**config.mk**
```make
export PLATFORM = sky130hd
export DESIGN_NAME = vc_dir_arbiter
export DESIGN_NICKNAME = d
export VERILOG_FILES = /design/src/rtl/vc_dir_arbiter.sv
export SDC_FILE = /design/constraint.sdc
export NUM_CORES = 1
export LEC_CHECK = 0
export ABC_AREA = 1
export BUFFER_PORTS_ARGS = -buffer_cell sky130_fd_sc_hd__buf_4
export CAP_MARGIN = 20
export CORE_MARGIN = 10
export CORE_UTILIZATION = 30
export CTS_BUF_LIST = sky130_fd_sc_hd__clkbuf_16
export CTS_CLUSTER_SIZE = 16
export DETAILED_ROUTE_END_ITERATION = 7
export GPL_ROUTABILITY_DRIVEN = 0
export SETUP_SLACK_MARGIN = 0.5
export SLEW_MARGIN = 10
export SYNTH_ARGS = -nofsm -noshare
export SYNTH_HDL_FRONTEND = slang
export SYNTH_SLANG_ARGS = --single-unit
```
**constraint.sdc**
```tcl
create_clock -name clock -period 5 [get_ports clock]
set_input_delay 1 -clock clock [delete_from_list [all_inputs] [get_ports clock]]
set_output_delay 1 -clock clock [all_outputs]
set_load 0.005 [all_outputs]
```
**src/rtl/vc_dir_arbiter.sv**
```systemverilog
// Per-VC request FSMs competing for shared output directions, with one round-robin pointer per direction.
// Optional stall statistics counter enabled by defining VC_ARB_STATS_EN.
module vc_dir_arbiter #(
   parameter int NUM_VC  = 4,
   parameter int NUM_DIR = 12,
   parameter int DIR_W   = 4
) (
   input  logic                    clock,
   input  logic                    reset,
   input  logic [NUM_VC-1:0]       req,
   input  logic [NUM_VC*DIR_W-1:0] req_dir,
   input  logic [NUM_VC-1:0]       rel,
   output logic [NUM_VC-1:0]       grant,
   output logic [NUM_DIR-1:0]      dir_busy,
   output logic [NUM_VC-1:0]       dir_err,
   output logic [15:0]             stall_cnt
);

   localparam int VC_W = (NUM_VC > 1) ? $clog2(NUM_VC) : 1;

   localparam logic [1:0] IDLE    = 2'd0;
   localparam logic [1:0] WAIT    = 2'd1;
   localparam logic [1:0] GRANTED = 2'd2;

   logic [NUM_VC-1:0][1:0]       state;
   logic [NUM_VC-1:0][DIR_W-1:0] cap_dir;
   logic [NUM_DIR-1:0][VC_W-1:0] rr_ptr;

   logic [NUM_VC-1:0]            waiting;
   logic [NUM_VC-1:0]            sel;
   logic [NUM_DIR-1:0]           dir_win;
   logic [NUM_DIR-1:0][VC_W-1:0] win_vc;
   logic [NUM_DIR-1:0]           dir_rel;

   function automatic int rr_idx(input logic [VC_W-1:0] ptr, input int i);
      return (int'(ptr) + i) % NUM_VC;
   endfunction

   // A WAIT VC that drops req this cycle is cancelling and must not win.
   always_comb begin
      for (int k = 0; k < NUM_VC; k++)
         waiting[k] = (state[k] == WAIT) && req[k];
   end

   always_comb begin
      dir_win = '0;
      win_vc  = '0;
      sel     = '0;
      for (int d = 0; d < NUM_DIR; d++) begin
         if (!dir_busy[d]) begin
            for (int i = 0; i < NUM_VC; i++) begin
               if (!dir_win[d] && waiting[rr_idx(rr_ptr[d], i)] &&
                   cap_dir[rr_idx(rr_ptr[d], i)] == DIR_W'(d)) begin
                  dir_win[d] = 1'b1;
                  win_vc[d]  = VC_W'(rr_idx(rr_ptr[d], i));
                  sel[rr_idx(rr_ptr[d], i)] = 1'b1;
               end
            end
         end
      end
   end

   always_comb begin
      dir_rel = '0;
      for (int k = 0; k < NUM_VC; k++)
         if (state[k] == GRANTED && rel[k])
            dir_rel[cap_dir[k]] = 1'b1;
   end

   always_ff @(posedge clock) begin
      if (reset) begin
         state   <= '0;
         cap_dir <= '0;
         grant   <= '0;
         dir_err <= '0;
      end else begin
         for (int k = 0; k < NUM_VC; k++) begin
            dir_err[k] <= 1'b0;
            case (state[k])
               IDLE: begin
                  if (req[k]) begin
                     if (int'(req_dir[k*DIR_W +: DIR_W]) < NUM_DIR) begin
                        state[k]   <= WAIT;
                        cap_dir[k] <= req_dir[k*DIR_W +: DIR_W];
                     end else begin
                        dir_err[k] <= 1'b1;
                     end
                  end
               end
               WAIT: begin
                  if (!req[k]) begin
                     state[k] <= IDLE;
                  end else if (sel[k]) begin
                     state[k] <= GRANTED;
                     grant[k] <= 1'b1;
                  end
               end
               GRANTED: begin
                  if (rel[k]) begin
                     state[k] <= IDLE;
                     grant[k] <= 1'b0;
                  end
               end
               default: begin
                  state[k] <= IDLE;
                  grant[k] <= 1'b0;
               end
            endcase
         end
      end
   end

   // A direction is never granted and released in the same cycle: grant needs busy=0, release needs an owner.
   always_ff @(posedge clock) begin
      if (reset) begin
         dir_busy <= '0;
         rr_ptr   <= '0;
      end else begin
         for (int d = 0; d < NUM_DIR; d++) begin
            if (dir_win[d]) begin
               dir_busy[d] <= 1'b1;
               rr_ptr[d]   <= (win_vc[d] == VC_W'(NUM_VC - 1)) ? '0 : win_vc[d] + 1'b1;
            end else if (dir_rel[d]) begin
               dir_busy[d] <= 1'b0;
            end
         end
      end
   end

`ifdef VC_ARB_STATS_EN
   logic stall;

   always_comb begin
      stall = 1'b0;
      for (int k = 0; k < NUM_VC; k++)
         if (state[k] == WAIT && !sel[k])
            stall = 1'b1;
   end

   always_ff @(posedge clock) begin
      if (reset)
         stall_cnt <= '0;
      else if (stall && stall_cnt != 16'hFFFF)
         stall_cnt <= stall_cnt + 16'd1;
   end
`else
   assign stall_cnt = '0;
`endif

endmodule

```
; After elaboration in Yosys (flattened, before gate mapping)
; Index checks and enable logic that the tools add are counted.
[totals]
output_inout_bits = 36
reg_bits = 68
in_bits = 26
elab_cells = 1334
[classes]
n_reduce_logical = 252
n_addsub = 48
n_lt_le_gt_ge = 108
n_mux = 704
n_eq_ne = 88
bitwise = 94
[ops]
columns = operator, count
row1 = two-way mux 4 bit, 180
row2 = binary-select mux 4 bit (select 2 bit), 48
row3 = two-way mux 1 bit, 272
row4 = bitwise OR 4 bit, 47
row5 = two-way mux 2 bit, 92
row6 = logical AND 1 bit, 144
row7 = < comparator 3 x 4 -> 1 bit (second input constant), 36
row8 = greater-or-equal comparator 3 x 1 -> 1 bit (second input constant), 36
row9 = binary-select mux 1 bit (select 2 bit), 48
row10 = demux 1 bit (select 2 bit), 48
row11 = OR reduction 2 bit, 36
row12 = == test 4 x 3 -> 1 bit (second input constant), 16
row13 = == test 4 bit (second input constant), 16
row14 = adder 2 x 1 -> 2 bit (second input constant), 24
row15 = adder 2 bit (second input constant), 24
row16 = two-way mux 12 bit, 4
row17 = inequality test 2 bit (second input constant), 20
row18 = bitwise AND 1 bit (first input constant), 36
row19 = logical NOT 1 bit, 36
row20 = < comparator 2 x 3 -> 1 bit (second input constant), 12
row21 = bitwise OR 12 bit, 3
row22 = == test 2 bit (second input constant), 16
row23 = == test 4 x 2 -> 1 bit (second input constant), 8
row24 = AND reduction 4 bit, 8
row25 = 16 further kinds, 84

; Longest topological paths before layout
[depth]
depth_word = 157
mapped_depth = 21
ltp_nobuf = 20

; Worst setup path before layout
; Ideal clock, no wire load.
[synth_path]
path_type = input-to-reg
startpoint = input port req[1]
endpoint = register rr_ptr[5] (netlist name)
cell_stages = 15
setup_time_ps = 122
slack_ps = 2092
t_arrival_ps = 2786
path_cell_list = buf_2 nand3_2 buf_6 nand2_1 nand3_2 inv_2 nand2_1 nand2_4 nor3_4 nand2_1 o21ai_0 a31oi_1 ha_1 o21ai_0 a21oi_1
[synth_between]
elab_chain_len = 23
elab_cells_between_ends = 38
classes_between = add/sub: 1 / eq/ne: 1 / mux: 25 / reduce/logical: 11
[synth_rtl]
columns = element, line_no
row1 = start: declaration, 10  ; input logic [NUM_VC-1:0] req,
row2 = logical AND 1 bit *, 42  ; waiting[k] = (state[k] == WAIT) && req[k];
row3 = binary-select mux 1 bit (select 2 bit), 52  ; if (!dir_win[d] && waiting[rr_idx(rr_ptr[d], i)] &&
row4 = two-way mux 1 bit (not written as such), 52
row5 = logical AND 1 bit, 52
row6 = two-way mux 1 bit, 52
row7 = two-way mux 1 bit, 50  ; if (!dir_busy[d]) begin
row8 = logical NOT 1 bit, 52
row9 = logical AND 1 bit (2 in a row), 52
row10 = (+5 left out), n/a
row11 = two-way mux 1 bit, 52
row12 = two-way mux 1 bit, 50
row13 = logical NOT 1 bit, 52
row14 = logical AND 1 bit (2 in a row), 52
row15 = two-way mux 2 bit, 52
row16 = two-way mux 2 bit, 50
row17 = adder 2 x 1 -> 2 bit / == test 2 bit (equally long branches), 122  ; rr_ptr[d] <= (win_vc[d] == VC_W'(NUM_VC - 1)) ? '0 : win_vc[d] + 1'b1;
row18 = two-way mux 2 bit, 122
row19 = end signal: indexed assignment, 122
row20 = end: declaration, 27  ; logic [NUM_DIR-1:0][VC_W-1:0] rr_ptr;
; Every way passes the cells marked *; elsewhere a longest branch is shown, timed or not. The select of a mux whose other input is x is not followed.
; A chain may end at the register's enable or synchronous reset.

; Worst setup path after layout
[layout_path]
startpoint = register cap_dir[2] (netlist name)
endpoint = register state[7] (netlist name)
[layout_between]
elab_chain_len = 155
elab_cells_between_ends = 517
classes_between = eq/ne: 45 / mux: 300 / bitwise: 47 / reduce/logical: 125
[layout_rtl]
columns = element, line_no
row1 = start: declaration, 26  ; logic [NUM_VC-1:0][DIR_W-1:0] cap_dir;
row2 = start signal: indexed assignment, 84  ; cap_dir[k] <= req_dir[k*DIR_W +: DIR_W];
row3 = binary-select mux 4 bit (select 2 bit), 53  ; cap_dir[rr_idx(rr_ptr[d], i)] == DIR_W'(d)) begin
row4 = two-way mux 4 bit (not written as such), 53
row5 = logical NOT 4 bit, 53
row6 = logical AND 1 bit, 52
row7 = two-way mux 1 bit, 52
row8 = two-way mux 1 bit, 50
row9 = logical NOT 1 bit, 52
row10 = logical AND 1 bit (2 in a row), 52
row11 = (+138 left out), n/a
row12 = bitwise OR 4 bit (no line), n/a
row13 = two-way mux 4 bit, 52
row14 = two-way mux 4 bit, 50
row15 = bitwise OR 4 bit (no line), n/a
row16 = two-way mux 4 bit, 52
row17 = two-way mux 4 bit *, 50
row18 = inequality test 3 bit (no line) *, n/a
row19 = AND reduction 4 bit (no line) *, n/a
row20 = end signal: assignment, 72  ; state <= '0;
row21 = end signal: indexed assignment, 83  ; state[k] <= WAIT;
row22 = end signal: indexed assignment, 92  ; state[k] <= IDLE;
row23 = end: declaration, 25  ; logic [NUM_VC-1:0][1:0] state;
; Marks and branches as above.

==> impl_metrics.tcl <==
set metrics [dict create \
    cellInternalPower_w 0.00165 \
    grt_pass1_wl_um 65100 \
    fin_crit_ps 3620 \
    static-leakage-power_nw 5.27 \
    drv_cap 0 \
    area_growth_pct 7.08 \
    synth_largest_type_area_fraction_pct 21.0 \
    worst-endpoint-required_ps 5210 \
    drtAntennaViolNets 0 \
    timing.final.crit_share_pct 72.3 \
    cts_hold_repair.buffers 0 \
    detail_route.wirelength_um 41900 \
    synth.yosys.warnings 0 \
    grt_max_degree 43 \
    synthesis.instances 1901 \
    tritoncts_clock_tree "built" \
    synth_area_mm2 0.0106 \
    report.final.hold_viol_count 0 \
    power.switching_fraction_pct 54.4 \
    synthDominantAreaCellType "nand2_1" \
    chipWidth_um 208 \
    critical-path-top-delay-family "simple AND/OR/NAND/NOR gates" \
    power.share.combinational_pct 56.6 \
    cp_max_fo 13 \
    routed_via_density 5.60 \
    dpl.hpwl_um 31000 \
    cp-start-kind "register" \
    postSynth.topFlopCell "dfxtp_1" \
    power.density_cell_area_mw_per_mm2 321 \
    numPortBuffers 45 \
    net-switching-power_w 0.00197 \
    max-clock-path-buffers 2 \
    clockPowerShare_pct 18.5 \
    final.setup_skew_ps 13.1 \
    tightest_slew_ps 1100 \
    nNetsFinal 1968 \
    grt_setup_unrepaired "no" \
    core_area_mm2 0.0346 \
    count_of_different_cell_masters_after_synthesis 56 \
    synth_edf_count 0 \
    worst-path-buf-inv 2 \
    cts.repair_timing.setup_buffer_count 0 \
    crit_path_top_delay_cell "dfxtp_1" \
    critPathCaptureType "register" \
    remaining_drc_errors 0 \
    synthesis.area_per_instance_um2 5.55 \
    fin_hold_ws_ps 459 \
    worstHoldPathType "reg2reg" \
    drt_iter0_drc 1759 \
    drt_first_pass_iters 8 \
    seqPwrFrac_pct 24.9 \
    cp_data_arrival_time_ps 3820 \
    share_of_final_layout_standard_cells_stronger_than_drive_strength_1_pct 11.5 \
    first_global_vias 12000 \
    post_cts_resized 0 \
    cts_made_buffers 9 \
    max_slew_margin_pct 25.4 \
    antenna_found_initial 0 \
    cts-htree-levels 3 \
    floorplan.die_area_mm2 0.0431 \
    top_level_ports 62 \
    setup_viol 0 \
    vdd.ir_drop.worst_mv 0.149 \
    route.vias.total 13200 \
    setup_tns_ps 0 \
    clock_sink_count 68 \
    outcome "complete, no violations" \
    clk_pin_slew_worst_paths_ps 60 \
    floorplan.die.height_um 208 \
    grt_overflow_total 0 \
    timing.critical_path.slowest_cell_delay_ps 710 \
    core.rowCount 68 \
    ys_seq_area_share_pct 12.9 \
    diodes 0 \
    worst_skew_pair.late_latency_ps 360 \
    clock-root-buffer "clkbuf_16" \
    floorplan.initialDensity_pct 30.5 \
    postSynthRegisterBits 68 \
    worstPathCellList "inv_1 > nor2_1 > nand3_1 > nand2_1 > nand3_1 > nand2_1 > inv_1 > nand4_1 > nand3b_1 > nand2_1 > nand2_1 > nor2_1 > nand3_1 > nand3_1 > a21oi_1" \
    timing.final.max_slew_violations 0 \
    post_drt_wl_per_cell_um 17.8 \
    max_clock_freq_mhz 277 \
    globalRouteTotalUtil_pct 18.2 \
    setup.worst_path.class "reg2reg" \
    synth-async-reset-ratio_pct 0 \
    synth_top_cells_by_area "nand2_1, dfxtp_1, nand3_1, nor2_1, ha_1" \
]
power by group through the flow:
stage / sequential (W) / clock [W] / combinational [W]
after global placement: 0.000901 / 0 / 0.00197
after global routing: 0.000918 / 0.000692 / 0.00228
after CTS: 0.000890 / 0.000674 / 0.00200
after floorplan: 0.000745 / 0 / 0.00160
final: 0.000904 / 0.000671 / 0.00205
after detailed placement: 0.000901 / 0 / 0.00199
state kept, by name (all words and copies together) (netlist names):
register  count
rr_ptr       24
grant         4
dir_busy     12
cap_dir      16
state         8
dir_err       4
metal layers:
layer / routed length, um / GRT usage [%]
met3: 4680 / 4.95
met2: 17300 / 27.0
met1: 17600 / 23.2
met5: 0 / 0
met4: 2270 / 9.98
cell usage after synthesis, drive strengths merged, types with 6 or more instances:
cell and n:
nand2 630, nand3 236, nor2 220, inv 176, o21ai 141, a21oi 90, buf 79, nand4 76
dfxtp 68, ha 53, nor3 18, nand3b 17, a211oi 13, a31oi 12, clkbuf 10, clkinv 6
xor2 6
cells by family (layout without fill, tap and decap cells):
logic type,after synthesis,after routing,synth area share [%]
other,1,16,0.0355
AO/OA/AOI/OAI,297,297,16.2
flip-flops,68,68,12.9
AND/OR/NAND/NOR,1205,1205,52.2
buffers and inverters,271,249,11.9
XOR/XNOR,6,6,0.498
adder cells (fa/ha/maj),53,53,6.28
layout by cell type (no fill, tap or decap), drive strengths merged, types with 51 or more instances in the layout:
master / n
nand4: 76
nor2: 220
o21ai: 141
ha: 53
dfxtp: 68
nand3: 236
inv: 177
buf: 51
nand2: 630
a21oi: 90
metrics by stage:
| step | utilization, % | std cells | power [W] | area (um2) | setup slack, ps |
|---|---|---|---|---|---|
| after floorplan | - | 1916 | 0.00235 | 10600 | 2090 |
| after global placement | 31.7 | 2332 | 0.00287 | 11000 | 1520 |
| after detailed placement | 31.7 | 2332 | 0.00289 | 11000 | 1440 |
| after CTS | 32.6 | 2348 | 0.00356 | 11300 | 1650 |
| after global routing | 32.6 | 2349 | 0.00389 | 11300 | 1210 |
| final | 32.6 | 2349 | 0.00363 | 11300 | 1380 |
final timing paths:
path / from / end / slack [ps] / cells past startpoint
max reg2reg: cap_dir[2]$_SDFFE_PP0P_ / state[7]$_SDFFE_PP0P_ / 1380 / 15
max: cap_dir[2]$_SDFFE_PP0P_ / state[7]$_SDFFE_PP0P_ / 1380 / 15
min: grant[2]$_SDFFE_PP0P_ / grant[2]$_SDFFE_PP0P_ / 460 / 2
min reg2reg: grant[2]$_SDFFE_PP0P_ / grant[2]$_SDFFE_PP0P_ / 460 / 2
final cells by class:
class                           instances  area (um2)
Multi-Input combinational cell       1577        8000
Clock inverter                          7        58.8
Inverter                              182         686
Timing Repair Buffer                   51         403
Sequential cell                        68        1360
Fill cell                            3844       23300
Clock buffer                            9         225
Tap cell                              455         569
worst register-to-register path, delay by kind of cell (launching register included):
| family | cells | cell delay [ps] |
|---|---|---|
| buffers and inverters | 2 | 590 |
| AO/OA/AOI/OAI | 1 | 70 |
| AND/OR/NAND/NOR | 12 | 2100 |
| flip-flops | 1 | 710 |
Power figures use the tool's default switching activity.
